**src/rtl/fifo_uart_pkg.sv**
```systemverilog
// Shared types and frame constants for the FIFO-to-UART drain path (TX now, RX later).
package fifo_uart_pkg;

    localparam int DEF_DATA_W = 10;

    localparam logic START_BIT  = 1'b0;
    localparam logic STOP_BIT   = 1'b1;
    localparam logic IDLE_LEVEL = 1'b1;

    typedef enum logic [2:0] {
        IDLE,
        POP,
        WAIT,
        START,
        DATA,
        PARITY,
        STOP
    } drain_state_e;

endpackage

```
**src/rtl/baud_tick_gen.sv**
```systemverilog
// Bit-period timer: counts 0..CLKS_PER_BIT-1 and flags the last count of each bit.
module baud_tick_gen #(
    parameter int CLKS_PER_BIT = 868
) (
    input  logic clk,
    input  logic reset,
    input  logic clear,
    output logic tick
);

    localparam int CW = (CLKS_PER_BIT > 1) ? $clog2(CLKS_PER_BIT) : 1;
    localparam logic [CW-1:0] LAST = CW'(CLKS_PER_BIT - 1);

    logic [CW-1:0] count;

    always_ff @(posedge clk) begin
        if (reset || clear) begin
            count <= '0;
        end else if (count == LAST) begin
            count <= '0;
        end else begin
            count <= count + CW'(1);
        end
    end

    assign tick = (count == LAST);

endmodule

```
**src/rtl/fifo_uart_drain.sv**
```systemverilog
// Pops words from the FIFO and serialises them onto tx, LSB first.
// Build option: FIFO_UART_DRAIN_PARITY_EN adds an even-parity bit after the data bits.
module fifo_uart_drain
    import fifo_uart_pkg::*;
#(
    parameter int DATA_W       = DEF_DATA_W,
    parameter int CLKS_PER_BIT = 868,
    parameter int CNT_W        = 16
) (
    input  logic              clk,
    input  logic              reset,
    input  logic              enable,
    input  logic              fifo_empty,
    input  logic [DATA_W-1:0] fifo_data,
    output logic              fifo_pop,
    output logic              tx,
    output logic              busy,
    output logic [CNT_W-1:0]  words_sent
);

    // state  | meaning
    // IDLE   | wait for enable and data     POP   | one-cycle pop pulse
    // WAIT   | pop low, capture fifo_data   START/DATA/PARITY/STOP | frame bits
    localparam int BIT_W = $clog2(DATA_W + 1);
    localparam logic [BIT_W-1:0] LAST_BIT = BIT_W'(DATA_W - 1);

    drain_state_e      state_q, state_d;
    logic [DATA_W-1:0] shift_q, shift_d;
    logic [BIT_W-1:0]  bit_q, bit_d;
    logic [CNT_W-1:0]  words_d;
    logic              tx_d;
    logic              tick;
    logic              baud_clear;
`ifdef FIFO_UART_DRAIN_PARITY_EN
    logic              parity_q;
`endif

    // Timer held at zero outside bit states so each START gets a full period.
    assign baud_clear = (state_q == IDLE) || (state_q == POP) || (state_q == WAIT);

    baud_tick_gen #(
        .CLKS_PER_BIT(CLKS_PER_BIT)
    ) u_baud (
        .clk  (clk),
        .reset(reset),
        .clear(baud_clear),
        .tick (tick)
    );

    always_comb begin
        state_d = state_q;
        shift_d = shift_q;
        bit_d   = bit_q;
        words_d = words_sent;
        case (state_q)
            IDLE: if (enable && !fifo_empty) state_d = POP;
            POP:  state_d = WAIT;
            WAIT: begin
                shift_d = fifo_data;
                bit_d   = '0;
                state_d = START;
            end
            START: if (tick) state_d = DATA;
            DATA: begin
                if (tick) begin
                    if (bit_q == LAST_BIT) begin
`ifdef FIFO_UART_DRAIN_PARITY_EN
                        state_d = PARITY;
`else
                        state_d = STOP;
`endif
                    end else begin
                        bit_d   = bit_q + BIT_W'(1);
                        shift_d = shift_q >> 1;
                    end
                end
            end
            PARITY: if (tick) state_d = STOP;
            STOP: begin
                if (tick) begin
                    words_d = words_sent + CNT_W'(1);
                    state_d = IDLE;
                end
            end
            default: state_d = IDLE;
        endcase

        // Outputs are registered, so the line level is chosen for the upcoming state.
        tx_d = IDLE_LEVEL;
        case (state_d)
            START:  tx_d = START_BIT;
            DATA:   tx_d = shift_d[0];
`ifdef FIFO_UART_DRAIN_PARITY_EN
            PARITY: tx_d = parity_q;
`endif
            STOP:   tx_d = STOP_BIT;
            default: tx_d = IDLE_LEVEL;
        endcase
    end

    always_ff @(posedge clk) begin
        if (reset) begin
            state_q    <= IDLE;
            shift_q    <= '0;
            bit_q      <= '0;
            words_sent <= '0;
            fifo_pop   <= 1'b0;
            tx         <= IDLE_LEVEL;
            busy       <= 1'b0;
        end else begin
            state_q    <= state_d;
            shift_q    <= shift_d;
            bit_q      <= bit_d;
            words_sent <= words_d;
            fifo_pop   <= (state_d == POP);
            tx         <= tx_d;
            busy       <= (state_d != IDLE);
        end
    end

`ifdef FIFO_UART_DRAIN_PARITY_EN
    always_ff @(posedge clk) begin
        if (reset) begin
            parity_q <= 1'b0;
        end else if (state_q == WAIT) begin
            parity_q <= ^fifo_data;
        end
    end
`endif

endmodule

```
**config.mk**
```make
export PLATFORM = sky130hd
export DESIGN_NAME = fifo_uart_drain
export DESIGN_NICKNAME = d
export VERILOG_FILES = /design/src/rtl/fifo_uart_pkg.sv /design/src/rtl/baud_tick_gen.sv /design/src/rtl/fifo_uart_drain.sv
export SDC_FILE = /design/constraint.sdc
export NUM_CORES = 1
export LEC_CHECK = 0
export CORE_MARGIN = 8
export CORE_UTILIZATION = 40
export CTS_CLUSTER_SIZE = 14
export DETAILED_ROUTE_END_ITERATION = 6
export HOLD_SLACK_MARGIN = 0.12
export PLACE_DENSITY = 0.69
export SLEW_MARGIN = 10
export SYNTH_ARGS = -nofsm -noshare
export SYNTH_HDL_FRONTEND = slang
export SYNTH_SLANG_ARGS = --single-unit
```
**constraint.sdc**
```tcl
create_clock -name clk -period 6.2 [get_ports clk]
set_input_delay 1.86 -clock clk [delete_from_list [all_inputs] [get_ports clk]]
set_output_delay 1.86 -clock clk [all_outputs]
set_load 0.01 [all_outputs]
```
* Word-level counts from Yosys, hierarchy flattened
Cells that the tools add are included.
W data, S select, Z words.
** Word-level totals
- Register bits after elaboration :: 46
- Logic and storage cells :: 50
** Operators by class
- Add/subtract/negate cells :: 3
- Eq/ne operators :: 13
- Mux-type cells :: 14
- Reductions and logical operators :: 11
** Operator list (count)
- $pmux W3 S7 :: 1
- $mux W10 :: 2
- $pmux W10 S2 :: 1
- $mux W3 :: 6
- $add A16 B1 Y16 const B :: 1
- $eq A3 B3 Y1 const B :: 4
- $add A10 B1 Y10 const B :: 1
- $eq A10 B10 Y1 const B :: 1
- $eq A3 B2 Y1 const B :: 3
- $mux W4 :: 2
- $pmux W4 S2 :: 1
- $eq A3 B1 Y1 const B :: 2
- $add A4 B1 Y4 const B :: 1
- $eq A4 B4 Y1 const B :: 1
- $ne A2 B2 Y1 const B :: 2
- $logic_not A3 Y1 :: 1
- $logic_or A1 B1 Y1 :: 3
- $reduce_and A3 Y1 :: 1
- $reduce_bool A3 Y1 :: 1
- $pmux W1 S2 :: 1
- $reduce_and A2 Y1 :: 1
- $reduce_bool A2 Y1 :: 1
- $reduce_or A2 Y1 :: 1
- $logic_and A1 B1 Y1 :: 1
- $logic_not A1 Y1 :: 1

* Longest topological paths before layout
Gate-level depths: netlist of run 1.
- Depth in word-level cells :: 6
- Mapped depth :: 9
- Gate-level depth less buffers :: 8

* Cells and area by module
A second synthesis of run 1 with hierarchy kept.
** Unflattened totals
- Cell total of the unflattened synthesis :: 235
- Area, all modules :: 2093.3 µm²
** By module, submodules not included
- fifo_uart_drain :: instances 1, cells each 182, area each 1639.1 µm²
- baud_tick_gen :: instances 1, cells each 53, area each 454.2 µm²

* Least setup slack after synthesis of run 1
OpenSTA, ideal clock, no wires.
- Path kind :: in2reg
- Start :: input port reset
- End :: register u_baud.count[2]
- Setup time :: 65 ps
- Data arrival time :: 2677 ps
- Required time :: 6135 ps
- Path slack :: 3458 ps
- Stages on the path :: 4
- Path through :: clkbuf_1 or3_1 clkbuf_1 nor2_1
** On the way
- Cells in the longest elaborated chain, start to end :: 2
** Ends and longest elaborated chain
- start, declared :: RTL line fifo_uart_drain.sv:11 : input logic reset,
- $logic_or A1 B1 Y1 :: RTL line baud_tick_gen.sv:17 : if (reset || clear) begin
- $reduce_or A2 Y1 (no source line)
- end signal, assigned :: RTL line baud_tick_gen.sv:22 : count <= count + CW'(1);
- end, declared :: RTL line baud_tick_gen.sv:14 : logic [CW-1:0] count;
Every way passes these cells.
A chain may end at the register's enable or synchronous reset.

* Worst setup path in the final report of run 1
- Start :: register words_sent[5]
- End :: output port words_sent[5]
** RTL lines
- start, declared :: RTL line fifo_uart_drain.sv:18 : output logic [CNT_W-1:0] words_sent
- start signal, assigned :: RTL line fifo_uart_drain.sv:114 : words_sent <= words_d;
No word-level cell between the ends.

==> impl_results.md, run 1 <==
- Status: finished, final reports clean
- Post-Syn Area per Cell: roughly 8.5 um^2
- IO Port Bufs: 32
- CP arrival: roughly 1.3 ns
- Pin count of the biggest net entering global routing: 38
- IO Pins: 33
- Ys async rst share: 0
- Yosys cell types: 36
- Commonest non-fill, non-tap cell in the layout: dfxtp_1
- First-pass GRT wire length: just over 7000 um
- Most frequent cells in the layout: dfxtp_1 (46), nor2_1 (40), clkdlybuf4s50_1 (32)
- Startpoint types: flip-flop
- Max IR drop VDD: ~0.00011 V
- Vias per cell: roughly 5.1
- Vias in the first global route: 1679
- Fraction of layout cells with a size suffix above 1: 0.0337
- Post-layout net count: between 200 and 300
- Grt total ovfl: 0
- Overall Global Routing Usage: 0.118
- Syn. warnings: 0
- Skew-Pair Late Insertion Delay: 0.29 ns
- RSZ-0062 raised after global routing: no
- Post-synthesis sequential area ratio: 0.453
- Setup WS post-layout: 3.01 ns
- # setup viols final: 0
- CTS clk-pin slew, worst paths: 0.08 ns
- EDFF count, synth: 0
- CP Max Fanout: 6
- Slew headroom: 0.248
- Drt pass-1 iters: 6
- Max_cap viols: 0
- Min-delay worst type: reg -> reg
- Nature of the critical path endpoint: output port
- Post-route minimum period: roughly 3.2 ns
- Starting DRT DRC Count: 102
- Post-synth top area share: 0.453
- Critical path buffers and inverters: 1
- Post-CTS Setup Inserts: 0
- Hold buffers post-CTS: 0
- Die H: around 87 um
- CP peak stage delay: roughly 0.6 ns
- Hold Vio Cnt, Final: 0
- Worst path top cell family by delay: buffers and inverters
- Max Clk Rate: 314 MHz
- Placer's final routability congestion estimate: 0.772
- Tightest Pin Transition: approximately 1.1 ns
- Syn nets: approximately 260
- Worst clock skew: between 0.004 and 0.005 ns
- Filler cells: roughly 500
- Detailed placement HPWL: a little under 3000 um
- Area delta synth->final: 22.1%
- Leak Pwr: 0.867 nW
- Crit-path cells: clkdlybuf4s50_1
- Top_reg_cell synth: dfxtp_1
- Diodes inserted: 0
- Root buffer cell: clkbuf_8
- Post-Route WL: between 4000 and 5000 um
- Power Dens Cells: ~230 nW/um^2
- Worst Setup Slack post-DPL: ~2.9 ns
- WL/cell: 12.5 um
- Resize count post-CTS: 0
- Antenna-violating nets left: 0
- Clock tree sinks: 46
- Row cnt: 26
- Synth area leaders: dfxtp_1 (45%), nor2_1 (7.4%), xor2_1 (5.6%), xnor2_1 (3.9%), nand2_1 (3.5%)
- H-tree levels: 2
- #FFs+latches synth: 46
- Slew Limit Fails: 0
- Final Instance Count excl. Fillers: ~340
- Post-synth top area cell: dfxtp_1
- Fin util: 0.496
- Vias: between 1500 and 2000
- CORE AREA: 5010 um^2
- Starting Density: 0.406
- Slowest-stage cell, CP: clkdlybuf4s50_1
- Mapped Cells: 240
- Clk buf depth: 2
- Final worst-path cycle share: 0.514
- Setup TNS: 0 ns
- CTS tree: yes
- Critical Path RT: 4.34 ns
- # placed instances: around 330
- Die X: 87.3 um
- Area of the mapped netlist: between 2000 and 2500 um^2
- TritonCTS buffer count: 5
- Critical path type: reg -> out
- Initial antenna violation count: 0
- DRC viols: 0
- Die Area: between 7000 and 8000 um^2
-- cells in the mapped netlist (all sizes together), types with 2 or more instances --
library cell / number
nand2b: 4
clkbuf: 13
and3: 6
buf: 2
dfxtp: 46
xor2: 13
xnor2: 9
or3: 6
nor2: 40
a22oi: 7
nor3: 3
o21ai: 3
or4: 2
and4: 3
a31oi: 4
inv: 7
nand4: 7
a222oi: 2
a21oi: 14
ha: 4
nand3: 9
nor2b: 2
mux2i: 2
and2: 2
nor4: 2
nand2: 19
-- flip-flops by register name, summed over array words and instances (netlist names) --
signal        cells
fifo_pop          1
shift_q          10
u_baud.count     10
tx                1
state_q           3
words_sent       16
bit_q             4
busy              1
-- through the flow --
stage,cell area [um^2],hold slack (ns),total power [mW]
after floorplan,2030,0.426,0.373
after global placement,2390,0.437,0.393
after detailed placement,2390,0.447,0.394
after CTS,2480,0.459,0.583
after global routing,2480,0.482,0.601
final,2480,0.457,0.575
-- layer usage --
metal,GRT usage,vias up,share of wire
li1,-,876,-
met1,0.133,784,0.47
met2,0.190,33,0.46
met3,0.0349,10,0.049
met4,0.0750,0,0.025
met5,0,-,0
-- where the power goes --
part,internal [mW],switching (mW)
Sequential,0.307,0.0116
Clock,0.0900,0.0975
Combinational,0.0337,0.0344
Total,0.431,0.144
-- cells by family after synthesis --
kind of cell / Yosys count / synth area share
muxes: 2 / 0.00984
xor gates and xnor gates: 22 / 0.0947
adders and majority gates: 4 / 0.0246
and+or+nand+nor: 107 / 0.255
DFF: 46 / 0.453
buffers and inverters: 22 / 0.0449
AOI/OAI and AO/OA: 37 / 0.118
-- worst paths after layout --
check | startpoint | to | slack [ns] | depth (start not counted)
setup reg to reg | u_baud.count[2] | bit_q[3] | 3.41 | 6
hold reg to reg | shift_q[1] | shift_q[1] | 0.46 | 2
hold / removal | shift_q[1] | shift_q[1] | 0.46 | 2
setup / recovery | words_sent[5] | words_sent[5] | 3.01 | 1
-- layout make-up --
class	count	area, um^2	area share
flip-flops and latches	46	921	0.371
multi-input cells	172	1020	0.412
clock buffers	7	86.3	0.0348
well taps	70	87.6	0.0353
repair buffers	34	335	0.135
inverters	7	26.3	0.0106
clock inverters	1	5.00	0.00202
No activity file was read; power rests on OpenSTA's default activity.
==> run 2: changes to the inputs <==
--- a/config.mk
+++ b/config.mk
@@ -10,7 +10,7 @@
 export CTS_CLUSTER_SIZE = 14
 export DETAILED_ROUTE_END_ITERATION = 6
 export HOLD_SLACK_MARGIN = 0.12
-export PLACE_DENSITY = 0.69
+export PLACE_DENSITY = 0.71
 export SLEW_MARGIN = 10
 export SYNTH_ARGS = -nofsm -noshare
 export SYNTH_HDL_FRONTEND = slang
==> constraint.sdc (replaced) <==
create_clock -name clk -period 2.85 [get_ports clk]
set_input_delay 0.855 -clock clk [delete_from_list [all_inputs] [get_ports clk]]
set_output_delay 0.855 -clock clk [all_outputs]
set_load 0.01 [all_outputs]
==> run 2 against run 1 <==
Net effect:
- combinational power grew 120%
- total power is 110% higher
- core utilization is 0.075 points higher
- clock-buffer cell count decreased by 1
- sequential share of layout area down 0.056 points
- clock skew fell by 0.0012 ns
- register-to-register slack worse by 3.1 ns
- via count up 1.2%
- routed wire length increased by 0.50%
- critical endpoint is now shift_q[7]
- largest power group unchanged
==> impl_results.md, run 2 (synthesized netlist as in run 1, its figures left out) <==
- Status: finished, final reports clean (unchanged)
- Antenna-violating nets left: 0 (unchanged)
- Int Power: 0.910 mW (was 0.431 mW)
- Combinational share of power: 0.121 (was 0.119)
- Vias: 1724 (was 1703)
- Diodes inserted: 0 (unchanged)
- CP peak stage delay: 0.64 ns (was 0.59 ns)
- Sw frac: 0.256 (was 0.250)
- Drt pass-1 iters: 4 (was 6)
- Nature of the critical path endpoint: flip-flop (was output port)
- WL/cell: 12.5 um (about the same)
- Critical path type: reg -> reg (was reg -> out)
- Slew headroom: 0.651 (was 0.248)
- Vias per cell: 5.10 (was 5.05)
- Cell count along the critical path: 6 (was 1)
- Resize count post-CTS: 0 (unchanged)
- Crit path top cell by count: or4_1
- Post-CTS Setup Inserts: 0 (unchanged)
- # placed instances: 331 (was 329)
- DRC viols: 0 (unchanged)
- Final worst-path cycle share: 0.874
- Pin count of the biggest net entering global routing: 37 (was 38)
- Critical Path RT: 3.03 ns (was 4.34 ns)
- Worst clock skew: 0.00357 ns (was 0.00474 ns)
- Max FFs per register: 16 (unchanged)
- Filler cells: 517 (was 497)
- Crit-path cells: or2_1, or4_1, or4_1, a21o_1, a222oi_1, nor2_1 (was clkdlybuf4s50_1)
- Post-Route WL: 4220 um (was 4200 um)
- Detailed placement HPWL: 2970 um (was 2900 um)
- Max Clk Rate: between 400 and 500 MHz
- Row cnt: 26 (unchanged)
- Hold buffers post-CTS: 0 (unchanged)
- Clock tree sinks: 46 (unchanged)
- Final Instance Count excl. Fillers: 338 (was 337)
- Slowest-stage cell, CP: or4_1 (was clkdlybuf4s50_1)
- Power Dens Cells: 492 nW/um^2 (was 231 nW/um^2)
- Clock group share of total power: 0.312 (was 0.326)
- Root buffer cell: clkbuf_8 (unchanged)
- # setup viols final: 0 (unchanged)
- Largest regs: words_sent x16, shift_q x10, u_baud.count x10 (unchanged)
- Worst Hold Depth: 2 (unchanged)
- CORE AREA: 5010 um^2 (unchanged)
- CTS clk-pin slew, worst paths: 0.08 ns (about the same)
- CP arrival: 2.68 ns (was 1.33 ns)
- Grt total ovfl: 0 (unchanged)
- IO Pins: 33 (unchanged)
- Leak Pwr: 0.867 nW (about the same)
- Die Area: 7620 um^2 (unchanged)
- TritonCTS buffer count: 5 (unchanged)
- Max_cap viols: 0 (unchanged)
- CTS tree: yes (unchanged)
- Critical path buffers and inverters: 0 (was 1)
- Post-layout net count: 286 (was 284)
- Max IR drop VDD: 0.000197 V (was 0.000113 V)
- Starting DRT DRC Count: 109 (was 102)
- Worst path top cell family by delay: simple AND/OR/NAND/NOR gates (was buffers and inverters)
- H-tree levels: 2 (unchanged)
- Die X: 87.3 um (unchanged)
- First-pass GRT wire length: 7130 um (was 7180 um)
- WHS: 0.454 ns (was 0.457 ns)
- Die H: 87.3 um (unchanged)
- Post-route minimum period: ~2.5 ns
- RSZ-0062 raised after global routing: no (unchanged)
- Initial antenna violation count: 0 (unchanged)
- Starting Density: 0.406 (unchanged)
- Fraction of layout cells with a size suffix above 1: 0.0373 (was 0.0337)
- Hold Vio Cnt, Final: 0 (unchanged)
- Clk buf depth: 2 (unchanged)
- Slew Limit Fails: 0 (unchanged)
- Most frequent cells in the layout: dfxtp_1 (46), nor2_1 (40), clkdlybuf4s50_1 (32) (unchanged)
- Most flop-heavy register: words_sent (unchanged)
- Area delta synth->final: 22.3% (was 22.1%)
- Vias in the first global route: 1644 (was 1679)
- Flop pwr share: 0.567 (was 0.555)
- Commonest non-fill, non-tap cell in the layout: dfxtp_1 (unchanged)
- Setup TNS: 0 ns (unchanged)
- Skew-Pair Late Insertion Delay: 0.30 ns (was 0.29 ns)
- Startpoint types: flip-flop (unchanged)
- Placer's final routability congestion estimate: 0.779 (was 0.772)
- Min-delay worst type: reg -> reg (unchanged)
- Switch Pwr: 0.313 mW (was 0.144 mW)
- IO Port Bufs: 32 (unchanged)
- Tightest Pin Transition: 0.518 ns (was 1.12 ns)
- Overall Global Routing Usage: 0.117 (was 0.118)
- R2r worst-path depth: 6 (unchanged)
- CP Max Fanout: 10 (was 6)
## run 2: cell types whose count changed in the layout (fill, tap and decap cells not counted), sizes merged
cell      change
clkinv        -1
buf           +2
clkinvlp      +1
clkbuf        -1
## run 2: path summary, 6_finish.rpt
kind	start	to	slack (ns)
worst max register to register	u_baud.count[2]	shift_q[7]	0.36
worst max-delay path	u_baud.count[2]	shift_q[7]	0.36
worst min register to register	shift_q[6]	shift_q[6]	0.45
worst min-delay path	shift_q[6]	shift_q[6]	0.45
## run 2: stage by stage
stage	area [um^2]	worst slack (ns)	total power [mW]	utilization
after floorplan	2030	0.497	0.811	-
after global placement	2410	0.418	0.856	0.481
after detailed placement	2410	0.379	0.856	0.481
after CTS	2490	0.359	1.23	0.497
after global routing	2490	0.189	1.28	0.497
final	2490	0.358	1.22	0.497
## run 2: metal layers
layer  vias up  track usage  share of wire
met5         -            0              0
met2        28        0.191           0.47
met3         5       0.0330          0.042
li1        880            -              -
met4         0       0.0609          0.016
met1       811        0.134           0.48
## run 2: power by group through the flow
stage / Sequential, mW / Combinational [mW] / Clock (mW)
2_1_floorplan: 0.697 / 0.115 / 0
3_3_place_gp: 0.708 / 0.148 / 0
3_5_place_dp: 0.708 / 0.149 / 0
4_1_cts: 0.693 / 0.149 / 0.393
5_1_grt: 0.698 / 0.166 / 0.416
6_report: 0.694 / 0.148 / 0.382
## run 2: area by class of cell
cell class,instances,area (um^2),share of cell area
Multi-Input combinational cell,172,1020,0.411
Sequential cell,46,921,0.370
Timing Repair Buffer,36,350,0.141
Tap cell,70,87.6,0.0352
Clock buffer,6,72.6,0.0292
Inverter,7,26.3,0.0106
Clock inverter,1,7.51,0.00302
## run 2: worst register-to-register path, cell delays in order, from the launching register on
cell	delay [ns]
dfxtp_1	0.35
or2_1	0.25
or4_1	0.64
or4_1	0.52
a21o_1	0.28
a222oi_1	0.28
nor2_1	0.06
==> run 3: changes to the inputs <==
--- a/config.mk
+++ b/config.mk
@@ -5,6 +5,7 @@
 export SDC_FILE = /design/constraint.sdc
 export NUM_CORES = 1
 export LEC_CHECK = 0
+export CAP_MARGIN = 20
 export CORE_MARGIN = 8
 export CORE_UTILIZATION = 40
 export CTS_CLUSTER_SIZE = 14
==> results of run 3 <==
Same layout as run 2: the final DEF is identical, and so are final timing and power.
